==> src/rtl/lsu_pkg.sv <==
`default_nettype none
// ============================================================================
//  Module      : lsu_pkg
//  Description : Shared size encodings and FSM state type for the load/store
//                unit and its lane-alignment helper.
//  Revision    : 1.0  initial release
// ============================================================================
package lsu_pkg;

    // Access size encodings carried on req_size; 2'b11 is illegal
    localparam logic [1:0] SZ_BYTE = 2'b00;
    localparam logic [1:0] SZ_HALF = 2'b01;
    localparam logic [1:0] SZ_WORD = 2'b10;

    typedef enum logic [1:0] {
        IDLE = 2'd0,
        RD   = 2'd1,
        WR   = 2'd2,
        RESP = 2'd3
    } lsu_state_e;

endpackage
`default_nettype wire

==> src/rtl/lsu_lane_align.sv <==
`default_nettype none
// ============================================================================
//  Module      : lsu_lane_align
//  Description : Little-endian lane steering. Extracts and sign/zero-extends
//                the addressed byte/half of a memory word for loads, and
//                merges right-aligned store data into that word for
//                sub-word stores.
//  Revision    : 1.0  initial release
// ============================================================================
module lsu_lane_align
    import lsu_pkg::*;
(
    input  logic [31:0] word_i,
    input  logic [1:0]  addr_i,
    input  logic [1:0]  size_i,
    input  logic        signed_i,
    input  logic [31:0] wdata_i,
    output logic [31:0] load_data_o,
    output logic [31:0] merge_data_o
);

    logic [7:0]  byte_w;
    logic [15:0] half_w;

    // Lane select, extension and merge; the untouched lanes keep the memory word
    always_comb begin
        byte_w       = word_i[{addr_i, 3'b000} +: 8];
        half_w       = word_i[{addr_i[1], 4'b0000} +: 16];
        load_data_o  = word_i;
        merge_data_o = word_i;
        case (size_i)
            SZ_BYTE: begin
                load_data_o = {{24{signed_i & byte_w[7]}}, byte_w};
                merge_data_o[{addr_i, 3'b000} +: 8] = wdata_i[7:0];
            end
            SZ_HALF: begin
                load_data_o = {{16{signed_i & half_w[15]}}, half_w};
                merge_data_o[{addr_i[1], 4'b0000} +: 16] = wdata_i[15:0];
            end
            default: begin
                // Word (and the never-issued illegal size) passes straight through
                load_data_o  = word_i;
                merge_data_o = wdata_i;
            end
        endcase
    end

endmodule
`default_nettype wire

==> src/rtl/load_store_unit.sv <==
`default_nettype none
// ============================================================================
//  Module      : load_store_unit
//  Description : Converts byte/half/word load/store requests into word-indexed
//                accesses on a memory with exclusive read/write enables.
//                Sub-word stores are done as read-modify-write; misaligned,
//                out-of-range and illegal-size requests respond with an error
//                without enabling memory.
//  Revision    : 1.0  initial release
// ============================================================================
module load_store_unit
    import lsu_pkg::*;
#(
    parameter int MEM_WORDS = 256
) (
    input  logic        clk,
    input  logic        rst_n,
    input  logic        req_valid,
    output logic        req_ready,
    input  logic        req_write,
    input  logic [1:0]  req_size,
    input  logic        req_signed,
    input  logic [31:0] req_addr,
    input  logic [31:0] req_wdata,
    output logic        resp_valid,
    output logic        resp_err,
    output logic [31:0] resp_rdata,
    output logic [31:0] mem_addr,
    output logic        mem_readenable,
    output logic        mem_writeenable,
    output logic [31:0] mem_writedata,
    input  logic [31:0] mem_outdata
);

    lsu_state_e  state_q, state_d;
    logic        write_q;
    logic [1:0]  size_q;
    logic        signed_q;
    logic [31:0] addr_q;
    logic [31:0] wdata_q;
    logic        err_q;
    logic [31:0] rdata_q;
    logic [31:0] writedata_q;

    logic        accept_w;
    logic        err_w;
    logic [31:0] load_data_w;
    logic [31:0] merge_data_w;

    assign req_ready       = (state_q == IDLE);
    assign accept_w        = req_valid && req_ready;
    assign mem_readenable  = (state_q == RD);
    assign mem_writeenable = (state_q == WR);
    assign mem_addr        = {2'b00, addr_q[31:2]};
    assign mem_writedata   = writedata_q;
    assign resp_valid      = (state_q == RESP);
    assign resp_err        = (state_q == RESP) && err_q;
    assign resp_rdata      = rdata_q;

    // Request legality, evaluated on the live request so the FSM can skip memory
    always_comb begin
        err_w = 1'b0;
        if (req_size == 2'b11)                                err_w = 1'b1;
        if (req_size == SZ_HALF && req_addr[0])               err_w = 1'b1;
        if (req_size == SZ_WORD && req_addr[1:0] != 2'b00)    err_w = 1'b1;
        if ({2'b00, req_addr[31:2]} >= 32'(MEM_WORDS))        err_w = 1'b1;
    end

    lsu_lane_align u_lane_align (
        .word_i       (mem_outdata),
        .addr_i       (addr_q[1:0]),
        .size_i       (size_q),
        .signed_i     (signed_q),
        .wdata_i      (wdata_q),
        .load_data_o  (load_data_w),
        .merge_data_o (merge_data_w)
    );

    // State register
    always_ff @(posedge clk) begin
        if (!rst_n) state_q <= IDLE;
        else        state_q <= state_d;
    end

    // Next-state decode: errors go straight to RESP, word stores skip the read
    always_comb begin
        state_d = state_q;
        case (state_q)
            IDLE: begin
                if (accept_w) begin
                    if (err_w)                               state_d = RESP;
                    else if (req_write && req_size == SZ_WORD) state_d = WR;
                    else                                     state_d = RD;
                end
            end
            RD:      state_d = write_q ? WR : RESP;
            WR:      state_d = RESP;
            default: state_d = IDLE;
        endcase
    end

    // Request capture, load result and merged store word
    always_ff @(posedge clk) begin
        if (!rst_n) begin
            write_q     <= 1'b0;
            size_q      <= SZ_BYTE;
            signed_q    <= 1'b0;
            addr_q      <= '0;
            wdata_q     <= '0;
            err_q       <= 1'b0;
            rdata_q     <= '0;
            writedata_q <= '0;
        end else begin
            if (accept_w) begin
                write_q     <= req_write;
                size_q      <= req_size;
                signed_q    <= req_signed;
                addr_q      <= req_addr;
                wdata_q     <= req_wdata;
                err_q       <= err_w;
                rdata_q     <= '0;
                writedata_q <= req_wdata;
            end else if (state_q == RD) begin
                if (write_q) writedata_q <= merge_data_w;
                else         rdata_q     <= load_data_w;
            end
        end
    end

endmodule
`default_nettype wire

==> config.mk <==
export PLATFORM = sky130hd
export DESIGN_NAME = load_store_unit
export DESIGN_NICKNAME = d
export VERILOG_FILES = /design/src/rtl/lsu_pkg.sv /design/src/rtl/lsu_lane_align.sv /design/src/rtl/load_store_unit.sv
export SDC_FILE = /design/constraint.sdc
export NUM_CORES = 1
export LEC_CHECK = 0
export BUFFER_PORTS_ARGS = -buffer_cell sky130_fd_sc_hd__buf_2
export CORE_MARGIN = 2
export CORE_UTILIZATION = 53
export DETAILED_ROUTE_END_ITERATION = 8
export GPL_TIMING_DRIVEN = 0
export PLACE_DENSITY = 0.92
export SYNTH_ARGS = -nofsm -noshare
export SYNTH_HDL_FRONTEND = slang
export SYNTH_SLANG_ARGS = --single-unit
==> constraint.sdc <==
create_clock -name clk -period 4 [get_ports clk]
set_input_delay 0.6 -clock clk [delete_from_list [all_inputs] [get_ports clk]]
set_output_delay 0.6 -clock clk [all_outputs]
set_load 0.03 [all_outputs]
# == Word-level counts from Yosys, hierarchy flattened ==
# Cells that the tools add are included.
# word_totals
wordCells,59
ff_bits,135
inputBits,103
output_inout_bits,101
# op_classes
n_shift,6
n_bitwise,4
n_reduce_logical,13
addsub,2
mux,16
eq_ne,8
magnitude_cmp,1
# ops
op,count
32-bit one-hot mux with 2 select lines,2
32-bit 2-to-1 mux,3
32-bit bitwise mux,2
16-bit by 7-bit variable shift with 32-bit output (first input constant),1
8-bit by 7-bit variable shift with 32-bit output (first input constant),1
16-bit by 7-bit indexed part select with 32-bit output,1
32-bit by 6-bit indexed part select with 16-bit output,1
32-bit by 6-bit indexed part select with 8-bit output,1
8-bit by 7-bit indexed part select with 32-bit output,1
30-bit by 9-bit >= comparator with 1-bit output (second input constant),1
5-bit negation with 7-bit output,2
2-bit == test (second input constant),4
2-bit by 1-bit == test with 1-bit output (second input constant),3
2-bit 2-to-1 mux,3
2-bit one-hot mux with 3 select lines,1
2-bit nonzero test,3
1-bit logical AND,5
1-bit 2-to-1 mux,5
2-bit zero test,2
2-bit AND reduction,2
1-bit AND,2
2-bit by 1-bit inequality test with 1-bit output (second input constant),1
1-bit NOT,2
2-bit OR reduction,1

# == Longest topological paths before layout ==
# logic_depth
word_depth,8
depth_mapped,8
mapped_depth_nobuf,6

# == Hierarchy ==
# From an unflattened synthesis, not the netlist that was laid out.
# hier_totals
hier_cells,918
hier_area_um2,7512.2
# by_module_without_submodules
mod,area_each_um2,n_inst,cells_per_inst,seq_area_each_um2
load_store_unit,5501.5,1,650,2702.6
lsu_lane_align,2010.7,1,268,0.0

# == Least setup slack after synthesis ==
# OpenSTA, ideal clock, no wires.
# synth_path
path_type,reg-to-reg
startpoint,reg addr_q[1]
endpoint,reg writedata_q[24] (netlist: mem_writedata[24])
n_path_buf,2
stages_incl_launch_ff,9
required_time_ns,3.905
setup_time_ns,0.095
period_less_slack_ns,2.063
slack_ns,1.937
arrival_time_ns,1.967
cell_sequence,dfxtp_1 > buf_6 > inv_2 > ha_1 > and4bb_1 > buf_4 > a221oi_1 > a211o_1 > a221oi_1
# synth_via
elab_chain_len,7
elab_cells_between_ends,12
cone_classes,2 x add/sub; 4 x shift; 6 x mux
# synth_rtl
element,line,source
start: declaration,load_store_unit.sv:39,logic [31:0] addr_q;
start signal: assignment,load_store_unit.sv:118,addr_q <= req_addr;
"5-bit negation with 7-bit output, on equally long branches","lsu_lane_align.sv:38, lsu_lane_align.sv:34",
"16-bit by 7-bit indexed part select with 32-bit output, or another cell as far along",lsu_lane_align.sv:38,"merge_data_o[{addr_i[1], 4'b0000} +: 16] = wdata_i[15:0];"
"32-bit bitwise mux, on equally long branches","lsu_lane_align.sv:38, lsu_lane_align.sv:34",
32-bit one-hot mux with 2 select lines (*),lsu_lane_align.sv:31,case (size_i)
32-bit 2-to-1 mux (*),load_store_unit.sv:124,if (write_q) writedata_q <= merge_data_w;
32-bit 2-to-1 mux (*),load_store_unit.sv:123,end else if (state_q == RD) begin
32-bit 2-to-1 mux (*),load_store_unit.sv:114,if (accept_w) begin
end signal: assignment,load_store_unit.sv:122,writedata_q <= req_wdata;
end signal: assignment,load_store_unit.sv:124,
end: declaration,load_store_unit.sv:43,logic [31:0] writedata_q;
# Every way passes the cells marked *; elsewhere a longest branch is shown, timed or not. The select of a mux whose other input is x is not followed.
# A chain may end at the register's enable or synchronous reset.

# == Worst setup path in the final report ==
# layout_path
startpoint,reg addr_q[1]
endpoint,reg writedata_q[28] (netlist: mem_writedata[28])
# The elaborated chain is that of the path after synthesis.

==> results.cfg <==
[power]
net-switching-power_w = 0.001907
power.internal_w = 0.003302
power.share.sequential_pct = 32.8
p_clk_share_pct = 33.3
worst_ir_drop_vdd_mv = 0.3578
pwr_density_cell_mw_per_mm2 = 594.2
power_leakage_nw = 3.817
p_sw_share_pct = 36.62
p_comb_share_pct = 34.0

[floorplanning]
io_pins = 204
start_util_pct = 54.45
dieHeight_um = 118.1
num_rows = 41
coreArea_mm2 = 0.01267
die_w_um = 118.1
die_area_mm2 = 0.01395

[grt]
grt_pass1_vias = 6980
antenna_found_initial = 0
grt_max_degree = 17
grt_busiest_layer = met2
globalRouteMet1Util_pct = 44.18
grt_pass1_wl_mm = 36.99
grt_use_total_pct = 33.51
grt_use_met3_pct = 8.430
grt_use_met2_pct = 52.02
grt_remaining_overflow = 0

[synthesis]
ys_async_sr_fraction_pct = 0
yosys.area.top_type = dfxtp_1
synth_cell_types = 51
ys_ff_latch = 135
synthCells = 832
synth_top_cell_area_share_pct = 39.17
synthTopCellsByArea = dfxtp_1 39%, nand2_1 10%, a21oi_1 7.5%
synth_ff_type = dfxtp_1
synth_edf_count = 0
syn_area_per_cell_um2 = 8.292
ys_seq_area_share_pct = 39.17
yosys_warnings = 0
synthesis.area_mm2 = 0.006899

[clocking]
htreeDepth = 4
cts_tree = built
clk_pin_slew_worst_paths_ns = 0.06
root_buffer = clkbuf_16
clock_latency_ns = 0.43
cts-resized-gates = 0
post_cts_buffers = 0
cts_sinks = 135
postCtsHoldBufs = 0
cts_buffers = 17
clk_path_buf_depth = 2

[place]
dp_hpwl_mm = 17.65
place_inst = 1205
port_buffers = 200
gp_congestion = 0.9956
dp_slack_ns = 1.562

[sta]
finalSetupViolations = 0
relSlewSlack_pct = 51.32
skew_ns = 0.008716
final.min_clock_period_ns = 2.504
worst_pin_slew_ns = 0.7275
setup_ws_ns = 1.496
fmax_ghz = 0.3994
hold_viol = 0
finalSetupTns_ns = 0
rsz0062_at_grt = false
fin_crit_sh_pct = 62.59
finalMaxSlewViolations = 0

[critical_path]
ff2ff_path_depth = 8
arrival_ns = 2.82
crit_type = flop to flop
required_ns = 4.32
cp_max_fo = 11
cp-end-kind = flop
worstSetupStartpointType = flop

[worst_hold_path]
whs_path_depth = 3
min_path_type = primary input to flop

[cells_and_area]
antennaDiodeCount = 0
final_cells = 1237
drive_above_1_share_pct = 29.67
nets = 1164
area_growth_pct = 27.08
finish.utilization_pct = 69.19

[routing]
drc = 0
antenna_left = 0
first_pass_iters = 9
vias_per_cell = 6.129
wire_per_inst_um = 19.25
drtIter0Drc = 931
via_count = 7582
finalWirelength_mm = 23.81

[job]
cap_violations = 0

[outcome]
run_status = finished, final reports clean
==> registers in the layout, summed over array words and instances, names as in the netlist <==
name	cells
resp_rdata	32
size_q	2
addr_q	32
wdata_q	32
write_q	1
mem_writedata	32
err_q	1
signed_q	1
state_q	2
==> cells in the mapped netlist (2+ instances only) <==
| cell | instances |
|---|---|
| nor2_1 | 10 |
| a311oi_1 | 2 |
| nand2b_1 | 4 |
| buf_4 | 37 |
| clkbuf_1 | 37 |
| ha_1 | 9 |
| buf_2 | 22 |
| o211ai_1 | 9 |
| a221oi_2 | 5 |
| mux2i_1 | 20 |
| buf_1 | 5 |
| mux2_2 | 8 |
| nor2b_1 | 3 |
| mux4_2 | 7 |
| o22ai_1 | 6 |
| a211oi_1 | 7 |
| and2_1 | 3 |
| dfxtp_1 | 135 |
| o21ai_0 | 49 |
| or3_1 | 8 |
| nor4_1 | 5 |
| and4bb_1 | 2 |
| nand3_1 | 17 |
| a221oi_1 | 57 |
| nand2_1 | 183 |
| a21oi_1 | 103 |
| o221ai_1 | 10 |
| a31oi_1 | 11 |
| a211o_1 | 17 |
| nor3_1 | 6 |
| a21o_1 | 8 |
| inv_1 | 8 |
==> layer usage <==
layer  routed length (um)  up-vias
li1                     -     3457
met1                 9193     3518
met2                10860      522
met3                 2869       85
met4                  886        0
met5                    0        -
==> path summary, 6_finish.rpt <==
path	from	endpoint	slack (ns)
max	addr_q[1]	mem_writedata[28]	1.50
min	req_addr[4]	addr_q[4]	0.41
max reg2reg	addr_q[1]	mem_writedata[28]	1.50
min reg2reg	addr_q[20]	addr_q[20]	0.45
==> cells by family (layout without fill, tap and decap cells) <==
logic type,Yosys count,count (layout),share of synthesized area [%]
AOI/OAI and AO/OA,289,289,27.87
and+or+nand+nor,249,249,15.67
adders and majority gates,9,9,1.632
DFF,135,135,39.17
buffers and inverters,114,346,9.104
other,1,2,0.05435
muxes,35,35,6.493
==> stage by stage <==
stage | instance area (um^2) | hold slack, ns | total power (W)
2_1_floorplan | 6903 | 0.4362 | 0.002909
5_1_grt | 8767 | 0.4014 | 0.005419
3_3_place_gp | 8119 | 0.4415 | 0.003416
6_report | 8767 | 0.4144 | 0.005209
4_1_cts | 8767 | 0.4030 | 0.005170
3_5_place_dp | 8119 | 0.4463 | 0.003451
==> cell usage in the layout, fill, tap and decap left out, drive strengths merged, types with 2 or more instances in the layout <==
| master | Yosys | layout |
|---|---|---|
| a211o | 17 | 17 |
| a211oi | 7 | 7 |
| a21o | 8 | 8 |
| a21oi | 103 | 103 |
| a221oi | 62 | 62 |
| a311oi | 3 | 3 |
| a31oi | 12 | 12 |
| and2 | 3 | 3 |
| and4bb | 2 | 2 |
| buf | 66 | 266 |
| bufinv | 0 | 5 |
| clkbuf | 38 | 61 |
| clkinv | 1 | 5 |
| conb | 1 | 2 |
| dfxtp | 135 | 135 |
| ha | 9 | 9 |
| inv | 9 | 9 |
| mux2 | 8 | 8 |
| mux2i | 20 | 20 |
| mux4 | 7 | 7 |
| nand2 | 183 | 183 |
| nand2b | 4 | 4 |
| nand3 | 17 | 17 |
| nor2 | 11 | 11 |
| nor2b | 3 | 3 |
| nor3 | 6 | 6 |
| nor4 | 6 | 6 |
| o211ai | 9 | 9 |
| o21ai | 50 | 50 |
| o221ai | 10 | 10 |
| o22ai | 6 | 6 |
| or3 | 8 | 8 |
==> power by group through the flow <==
stage / logic, W / registers [W] / clock network [W]
finish: 0.00177 / 0.00171 / 0.00173
global placement: 0.00170 / 0.00172 / 0
floorplan: 0.00100 / 0.00191 / 0
CTS: 0.00174 / 0.00170 / 0.00173
detailed placement: 0.00173 / 0.00172 / 0
global route: 0.00189 / 0.00172 / 0.00181
==> cell type report <==
cell class / instances / area (um^2)
clock buffers: 23 / 478.0
fillers: 1029 / 3904
plain buffers: 104 / 590.6
repair buffers: 200 / 1001
clock inverters: 9 / 170.2
flip-flops and latches: 135 / 2703
multi-input cells: 584 / 3572
inverters: 10 / 37.54
well taps: 172 / 215.2
==> worst max-delay path, stage by stage (launching register included) <==
cell      delay, ns
dfxtp_1        0.51
buf_6          0.24
inv_2          0.16
ha_1           0.35
and4bb_1       0.28
buf_4          0.16
a221oi_1       0.08
a211o_1        0.32
a211oi_1       0.28
Power figures use the tool's default switching activity.
